$ cat config.mk
export PLATFORM = sky130hd
export DESIGN_NAME = vadd_result_writeback
export DESIGN_NICKNAME = d
export VERILOG_FILES = /design/src/rtl/vadd_result_writeback_pkg.sv /design/src/rtl/vadd_elem_buffer.sv /design/src/rtl/vadd_result_writeback.sv
export SDC_FILE = /design/constraint.sdc
export NUM_CORES = 1
export LEC_CHECK = 0
export CAP_MARGIN = 20
export CORE_UTILIZATION = 40
export CTS_CLUSTER_DIAMETER = 60
export DETAILED_ROUTE_END_ITERATION = 12
export PLACE_DENSITY_LB_ADDON = 0.2
export RECOVER_POWER = 50
export SLEW_MARGIN = 0
export SYNTH_ARGS = -nofsm -noshare
export SYNTH_HDL_FRONTEND = slang
export SYNTH_SLANG_ARGS = --single-unit
$ cat constraint.sdc
create_clock -name Clk -period 3.4 [get_ports Clk]
set_input_delay 0.68 -clock Clk [delete_from_list [all_inputs] [get_ports Clk]]
set_output_delay 0.68 -clock Clk [all_outputs]
set_load 0.005 [all_outputs]
$ cat src/rtl/vadd_result_writeback_pkg.sv
// Shared types and sizes for the vector-add result writeback slice.
// Holds state encoding, default widths and the rf address width.
package vadd_result_writeback_pkg;

  localparam int DATA_W   = 16;
  localparam int NUM_ELEM = 16;
  localparam int IDX_W    = 4;
  localparam int VREG_W   = 3;
  localparam int ADDR_W   = VREG_W + IDX_W;

  typedef enum logic [2:0] {
    S_IDLE,
    S_COLLECT,
    S_DRAIN,
    S_FLAG,
    S_DONE
  } state_e;

endpackage

$ cat src/rtl/vadd_elem_buffer.sv
// Element buffer: NUM_ELEM x DATA_W registers, no reset.
// Ports: Clk, we/widx/wdata write port, ridx -> rdata async read.
module vadd_elem_buffer #(
  parameter int DATA_W   = 16,
  parameter int NUM_ELEM = 16,
  parameter int IDX_W    = 4
) (
  input  logic              Clk,
  input  logic              we,
  input  logic [IDX_W-1:0]  widx,
  input  logic [DATA_W-1:0] wdata,
  input  logic [IDX_W-1:0]  ridx,
  output logic [DATA_W-1:0] rdata
);

  logic [DATA_W-1:0] mem [NUM_ELEM];

  always_ff @(posedge Clk) begin
    if (we) mem[widx] <= wdata;
  end

  assign rdata = mem[ridx];

endmodule

$ cat src/rtl/vadd_result_writeback.sv
// Collects adder sums, drains them to the vector RF, writes ovf flag.
// Ports: start/dest_reg/elem_*/ov_in in, rf_* + ovf_* + status out.
module vadd_result_writeback
  import vadd_result_writeback_pkg::*;
#(
  parameter int DATA_W   = vadd_result_writeback_pkg::DATA_W,
  parameter int NUM_ELEM = vadd_result_writeback_pkg::NUM_ELEM,
  parameter int IDX_W    = vadd_result_writeback_pkg::IDX_W,
  parameter int VREG_W   = vadd_result_writeback_pkg::VREG_W
) (
  input  logic                    Clk,
  input  logic                    Rst_n,
  input  logic                    start,
  input  logic [VREG_W-1:0]       dest_reg,
  input  logic [DATA_W-1:0]       elem_in,
  input  logic                    elem_write,
  input  logic                    ov_in,
  input  logic                    elem_done,
  input  logic                    rf_grant,
  output logic                    rf_we,
  output logic [VREG_W+IDX_W-1:0] rf_addr,
  output logic [DATA_W-1:0]       rf_wdata,
  output logic                    ovf_we,
  output logic                    ovf_data,
  output logic                    busy,
  output logic                    complete,
  output logic                    overrun
);

  localparam logic [IDX_W:0] FULL = (IDX_W+1)'(NUM_ELEM);
  localparam logic [IDX_W:0] ONE  = (IDX_W+1)'(1);

  state_e              state;
  logic [VREG_W-1:0]   dest_q;
  logic [IDX_W:0]      wr_cnt;
  logic [IDX_W-1:0]    rd_idx;
  logic                ovf;

  logic                cap;
  logic [IDX_W:0]      cnt_nxt;
  logic                ovf_nxt;
  logic                last;
  logic [IDX_W-1:0]    rd_nxt;
  logic [IDX_W-1:0]    ridx;
  logic [DATA_W-1:0]   rdata;
  logic                buf_we;

  assign cap     = elem_write && (wr_cnt < FULL);
  assign cnt_nxt = wr_cnt + {{IDX_W{1'b0}}, cap};
  assign ovf_nxt = ovf | (elem_write & ov_in);
  assign last    = ({1'b0, rd_idx} == (wr_cnt - ONE));
  assign rd_nxt  = rd_idx + IDX_W'(1);
  assign ridx    = (state == S_DRAIN) ? rd_nxt : '0;
  assign buf_we  = (state == S_COLLECT) && cap;

  vadd_elem_buffer #(
    .DATA_W  (DATA_W),
    .NUM_ELEM(NUM_ELEM),
    .IDX_W   (IDX_W)
  ) u_buf (
    .Clk  (Clk),
    .we   (buf_we),
    .widx (wr_cnt[IDX_W-1:0]),
    .wdata(elem_in),
    .ridx (ridx),
    .rdata(rdata)
  );

  always_ff @(posedge Clk or negedge Rst_n) begin
    if (!Rst_n) begin
      state    <= S_IDLE;
      dest_q   <= '0;
      wr_cnt   <= '0;
      rd_idx   <= '0;
      ovf      <= 1'b0;
      overrun  <= 1'b0;
      rf_we    <= 1'b0;
      rf_addr  <= '0;
      rf_wdata <= '0;
      ovf_we   <= 1'b0;
      ovf_data <= 1'b0;
      busy     <= 1'b0;
      complete <= 1'b0;
    end else begin
      unique case (state)
        S_IDLE: begin
          if (start) begin
            dest_q   <= dest_reg;
            wr_cnt   <= '0;
            rd_idx   <= '0;
            ovf      <= 1'b0;
            overrun  <= 1'b0;
            ovf_data <= 1'b0;
            busy     <= 1'b1;
            state    <= S_COLLECT;
          end
        end
        S_COLLECT: begin
          if (!start) begin
            state <= S_IDLE;
            busy  <= 1'b0;
          end else begin
            wr_cnt <= cnt_nxt;
            ovf    <= ovf_nxt;
            if (elem_write && !cap) overrun <= 1'b1;
            if (elem_done || cnt_nxt == FULL) begin
              if (cnt_nxt != '0) begin
                state   <= S_DRAIN;
                rf_we   <= 1'b1;
                rf_addr <= {dest_q, {IDX_W{1'b0}}};
                // element 0 may be landing in the buffer this cycle
                rf_wdata <= (wr_cnt == '0) ? elem_in : rdata;
              end else begin
                state    <= S_FLAG;
                ovf_we   <= 1'b1;
                ovf_data <= ovf_nxt;
              end
            end
          end
        end
        S_DRAIN: begin
          if (!start) begin
            state <= S_IDLE;
            rf_we <= 1'b0;
            busy  <= 1'b0;
          end else if (rf_grant) begin
            if (last) begin
              state    <= S_FLAG;
              rf_we    <= 1'b0;
              ovf_we   <= 1'b1;
              ovf_data <= ovf;
            end else begin
              rd_idx   <= rd_nxt;
              rf_addr  <= {dest_q, rd_nxt};
              rf_wdata <= rdata;
            end
          end
        end
        S_FLAG: begin
          ovf_we <= 1'b0;
          busy   <= 1'b0;
          if (!start) begin
            state <= S_IDLE;
          end else begin
            state    <= S_DONE;
            complete <= 1'b1;
          end
        end
        S_DONE: begin
          if (!start) begin
            state    <= S_IDLE;
            complete <= 1'b0;
          end
        end
        default: state <= S_IDLE;
      endcase
    end
  end

endmodule
==> qor.log <==
qor: clock_tree.worstSkewPairLatency 510 ps
qor: sta.tightest_pin_transition 1910 ps
qor: global_routing.globalRouteTotalUtil 0.203
qor: cells_and_area.utilization 0.487
qor: clock_tree.tritoncts_clock_tree done
qor: sta.final_period_minus_worst_setup_slack 3050 ps
qor: place.port-buffer-count 54
qor: setup_path.startpoint_type input pin
qor: clock_tree.numCtsBuffers 35
qor: synthesis.yosys_warnings 0
qor: die.top_level_ports 55
qor: synthesis.synth_cells 837
qor: clock_tree.ctsRootBufferMaster sky130_fd_sc_hd__clkbuf_16
qor: setup_path.critPathCaptureType flip-flop
qor: power.power.clock.fraction 0.376
qor: synthesis.syn_area 12500 sq um
qor: clock_tree.ctsResizeCount 0
qor: sta.setup_violations 0
qor: die.die_width 179 um
qor: run_status.status finished with violations
qor: die.coreArea 30700 sq um
qor: global_routing.grt_pass1_vias 7491
qor: setup_path.crit_chain clkdlybuf4s50_1 -> nor2b_1 -> ha_1 -> ha_1 -> or4_4 -> o21ai_1 -> nand3_1 -> a21oi_4 -> buf_12 -> mux2_2
qor: setup_path.crit_arrival 3450 ps
qor: power.p_seq_frac 0.468
qor: setup_path.cp.buffers_inverters 2
qor: setup_path.reg2reg_setup_slack 530 ps
qor: global_routing.number_of_antenna_violations_at_the_first_check_in_global_routing 1
qor: die.start_util 0.408
qor: cells_and_area.number_of_fill_cells_in_the_layout 2680
qor: sta.fmax 328 MHz
qor: power.logic_gate_share_of_total_power 0.156
qor: synthesis.synth.top_cell.area_share 0.615
qor: power.switchingPower 0.00232 W
qor: cells_and_area.fraction_of_layout_cells_with_a_size_suffix_above_1 0.181
qor: global_routing.grt_pass1_wl 47.5 mm
qor: place.dp_hpwl 18.4 mm
qor: detailed_routing.route.final.wire_length 31.8 mm
qor: synthesis.netlist-cell-type-count 60
qor: synthesis.syn-num-nets 870
qor: synthesis.syn-mean-instance-area 14.9 sq um
qor: power.power_switching_share 0.251
qor: setup_path.cell_type_with_the_highest_occurrence_count_on_the_critical_path sky130_fd_sc_hd__ha_1
qor: hold_path.worst_hold_path_type in -> async
qor: setup_path.crit_path_top_delay_cell sky130_fd_sc_hd__or4_4
qor: sta.layout_setup_ws 350 ps
qor: global_routing.residual_overflow_from_global_routing 0
qor: detailed_routing.drc_marker_count_from_the_first_detailed_route_iteration 675
qor: setup_path.worst_path_max_stage_delay 570 ps
qor: setup_path.required 3800 ps
qor: power.static-leakage-power 4.93 nW
qor: sta.final.setup.tns 0 ps
qor: detailed_routing.drc 0
qor: cells_and_area.finish.net_count 972
qor: synthesis.synthArstFlopShare 0.150
qor: die.die-area 32000 sq um
qor: synthesis.synth_area_leader_cell sky130_fd_sc_hd__edfxtp_1
qor: clock_tree.clock_sink_count 301
qor: run_status.violated_checks capacitance limit, slew limit
qor: setup_path.worstPathMaxFanout 19
qor: die.placement_rows 64
qor: job.max_capacitance_violation_total 1
qor: power.cell_internal_pwr 0.00695 W
qor: cells_and_area.areaGrowthSynthToFinish 19.3%
qor: place.place_congestion 0.850
qor: detailed_routing.number_of_vias_after_detailed_routing 7863
qor: clock_tree.holdBufCountCts 0
qor: power.power.total 0.00928 W
qor: sta.rsz0062_at_grt false
qor: die.die_h 179 um
qor: synthesis.top_post_synthesis_cells_by_area sky130_fd_sc_hd__edfxtp_1, sky130_fd_sc_hd__dfrtp_1, sky130_fd_sc_hd__o221ai_1, sky130_fd_sc_hd__mux2i_1, sky130_fd_sc_hd__o211ai_1
qor: power.power_density 622 nW/um^2
qor: sta.fin_worst_skew 19.5 ps
qor: synthesis.ys_dominant_reg_cell sky130_fd_sc_hd__edfxtp_1
qor: place.dp_worst_setup_slack -128 ps
qor: clock_tree.clk_path_buf_depth 3
qor: clock_tree.number_of_setup_buffers_added_after_cts 0
qor: detailed_routing.avgViaCountPerCell 5.79
qor: cells_and_area.highest_count_cells_in_the_layout_ignoring_fill_and_taps sky130_fd_sc_hd__edfxtp_1, sky130_fd_sc_hd__buf_4, sky130_fd_sc_hd__nand2_1
qor: detailed_routing.detail_route.first_pass.iterations 6
qor: cells_and_area.mostFrequentLayoutCell sky130_fd_sc_hd__edfxtp_1
qor: power.irDropWorstVdd 0.323 mV
qor: clock_tree.cts.clk_slew.worst_paths 60 ps
qor: sta.timing_max_transition_violations_final 37
qor: global_routing.grt_start_max_net_pins 66
qor: setup_path.timing.critical_path.max_delay_family simple AND/OR/NAND/NOR gates
qor: detailed_routing.antenna_left 0
qor: synthesis.yosys_register_bits 301
qor: clock_tree.htree_num_levels 2
qor: synthesis.ys_seq_area_frac 0.705
qor: sta.period_share 0.897
qor: detailed_routing.wl_per_cell 23.4 um
qor: sta.report.final.hold_viol_count 0
qor: cells_and_area.antennaDiodeCount 0
qor: setup_path.worst-setup-path-type in -> reg
qor: sta.maxSlewHeadroom -0.276
qor: synthesis.synth_enable_flop_cells 256
## logic make-up after synthesis
family / after synthesis / synth area share
AO/OA/AOI/OAI: 203 / 0.120
AND/OR/NAND/NOR: 177 / 0.0700
buffers and inverters: 72 / 0.0273
adder cells (fa/ha/maj): 7 / 0.00700
flip-flops: 301 / 0.705
XOR/XNOR: 11 / 0.00830
multiplexers: 66 / 0.0627
## flip-flops by register name, indices dropped and copies added, names as in the netlist, 3 cells and up
signal and flops:
rf_wdata 16, u_buf.mem 256, rd_idx 4, wr_cnt 5
rf_addr 7, dest_q 3, state 3
## layer usage
metal,global-route usage,part of all wire
met5,0,0.00053
met2,0.310,0.46
met4,0.0540,0.018
met3,0.0299,0.059
met1,0.301,0.46
## metrics by stage
step,area [sq um],hold slack (ps),instances
after detailed placement,13900,488,1297
after CTS,15000,369,1358
after floorplan,12500,384,837
final,14900,115,1359
after global placement,13900,480,1297
after global routing,14900,162,1359
## final cells by class
cell class / count / area (sq um) / share of cell area
clock buffer: 44 / 931 / 0.0624
tap: 396 / 495 / 0.0332
multi-input combinational: 464 / 3400 / 0.228
clock inverter: 17 / 130 / 0.00872
timing repair buffer: 125 / 1100 / 0.0740
sequential: 301 / 8810 / 0.591
inverter: 12 / 45.0 / 0.00302
## cell usage after synthesis (6+ instances only)
cell	instances
sky130_fd_sc_hd__a21oi_1	20
sky130_fd_sc_hd__o21ai_0	25
sky130_fd_sc_hd__inv_1	12
sky130_fd_sc_hd__o22ai_1	9
sky130_fd_sc_hd__a211oi_1	23
sky130_fd_sc_hd__o211ai_1	30
sky130_fd_sc_hd__a31oi_1	11
sky130_fd_sc_hd__clkbuf_1	33
sky130_fd_sc_hd__xnor2_1	6
sky130_fd_sc_hd__mux2_4	13
sky130_fd_sc_hd__nor2b_1	15
sky130_fd_sc_hd__nand3_1	6
sky130_fd_sc_hd__edfxtp_1	256
sky130_fd_sc_hd__nor2_1	51
sky130_fd_sc_hd__nor3_1	22
sky130_fd_sc_hd__ha_1	7
sky130_fd_sc_hd__nand2_1	49
sky130_fd_sc_hd__buf_2	18
sky130_fd_sc_hd__o221ai_1	46
sky130_fd_sc_hd__mux2i_1	33
sky130_fd_sc_hd__dfrtp_1	45
sky130_fd_sc_hd__mux2_2	17
sky130_fd_sc_hd__a311oi_1	13
## power by group through the flow
| stage | clock network (W) | logic [W] | registers [W] |
|---|---|---|---|
| 6_report | 0.00349 | 0.00145 | 0.00434 |
| 5_1_grt | 0.00369 | 0.00158 | 0.00437 |
| 4_1_cts | 0.00355 | 0.00147 | 0.00434 |
| 3_5_place_dp | 0 | 0.00147 | 0.00442 |
| 3_3_place_gp | 0 | 0.00146 | 0.00442 |
| 2_1_floorplan | 0 | 0.000695 | 0.00440 |
## worst paths after layout
path,end,from,cells past startpoint
max in group asynchronous,rd_idx[0],Rst_n,2
worst min-delay path,busy,Rst_n,1
min in group Clk,overrun,overrun,2
worst max-delay path,rf_wdata[4],elem_write,10
worst max register to register,rf_wdata[15],state[2],8
worst min register to register,overrun,overrun,2
Note: power is estimated with default switching activity, not from simulation.
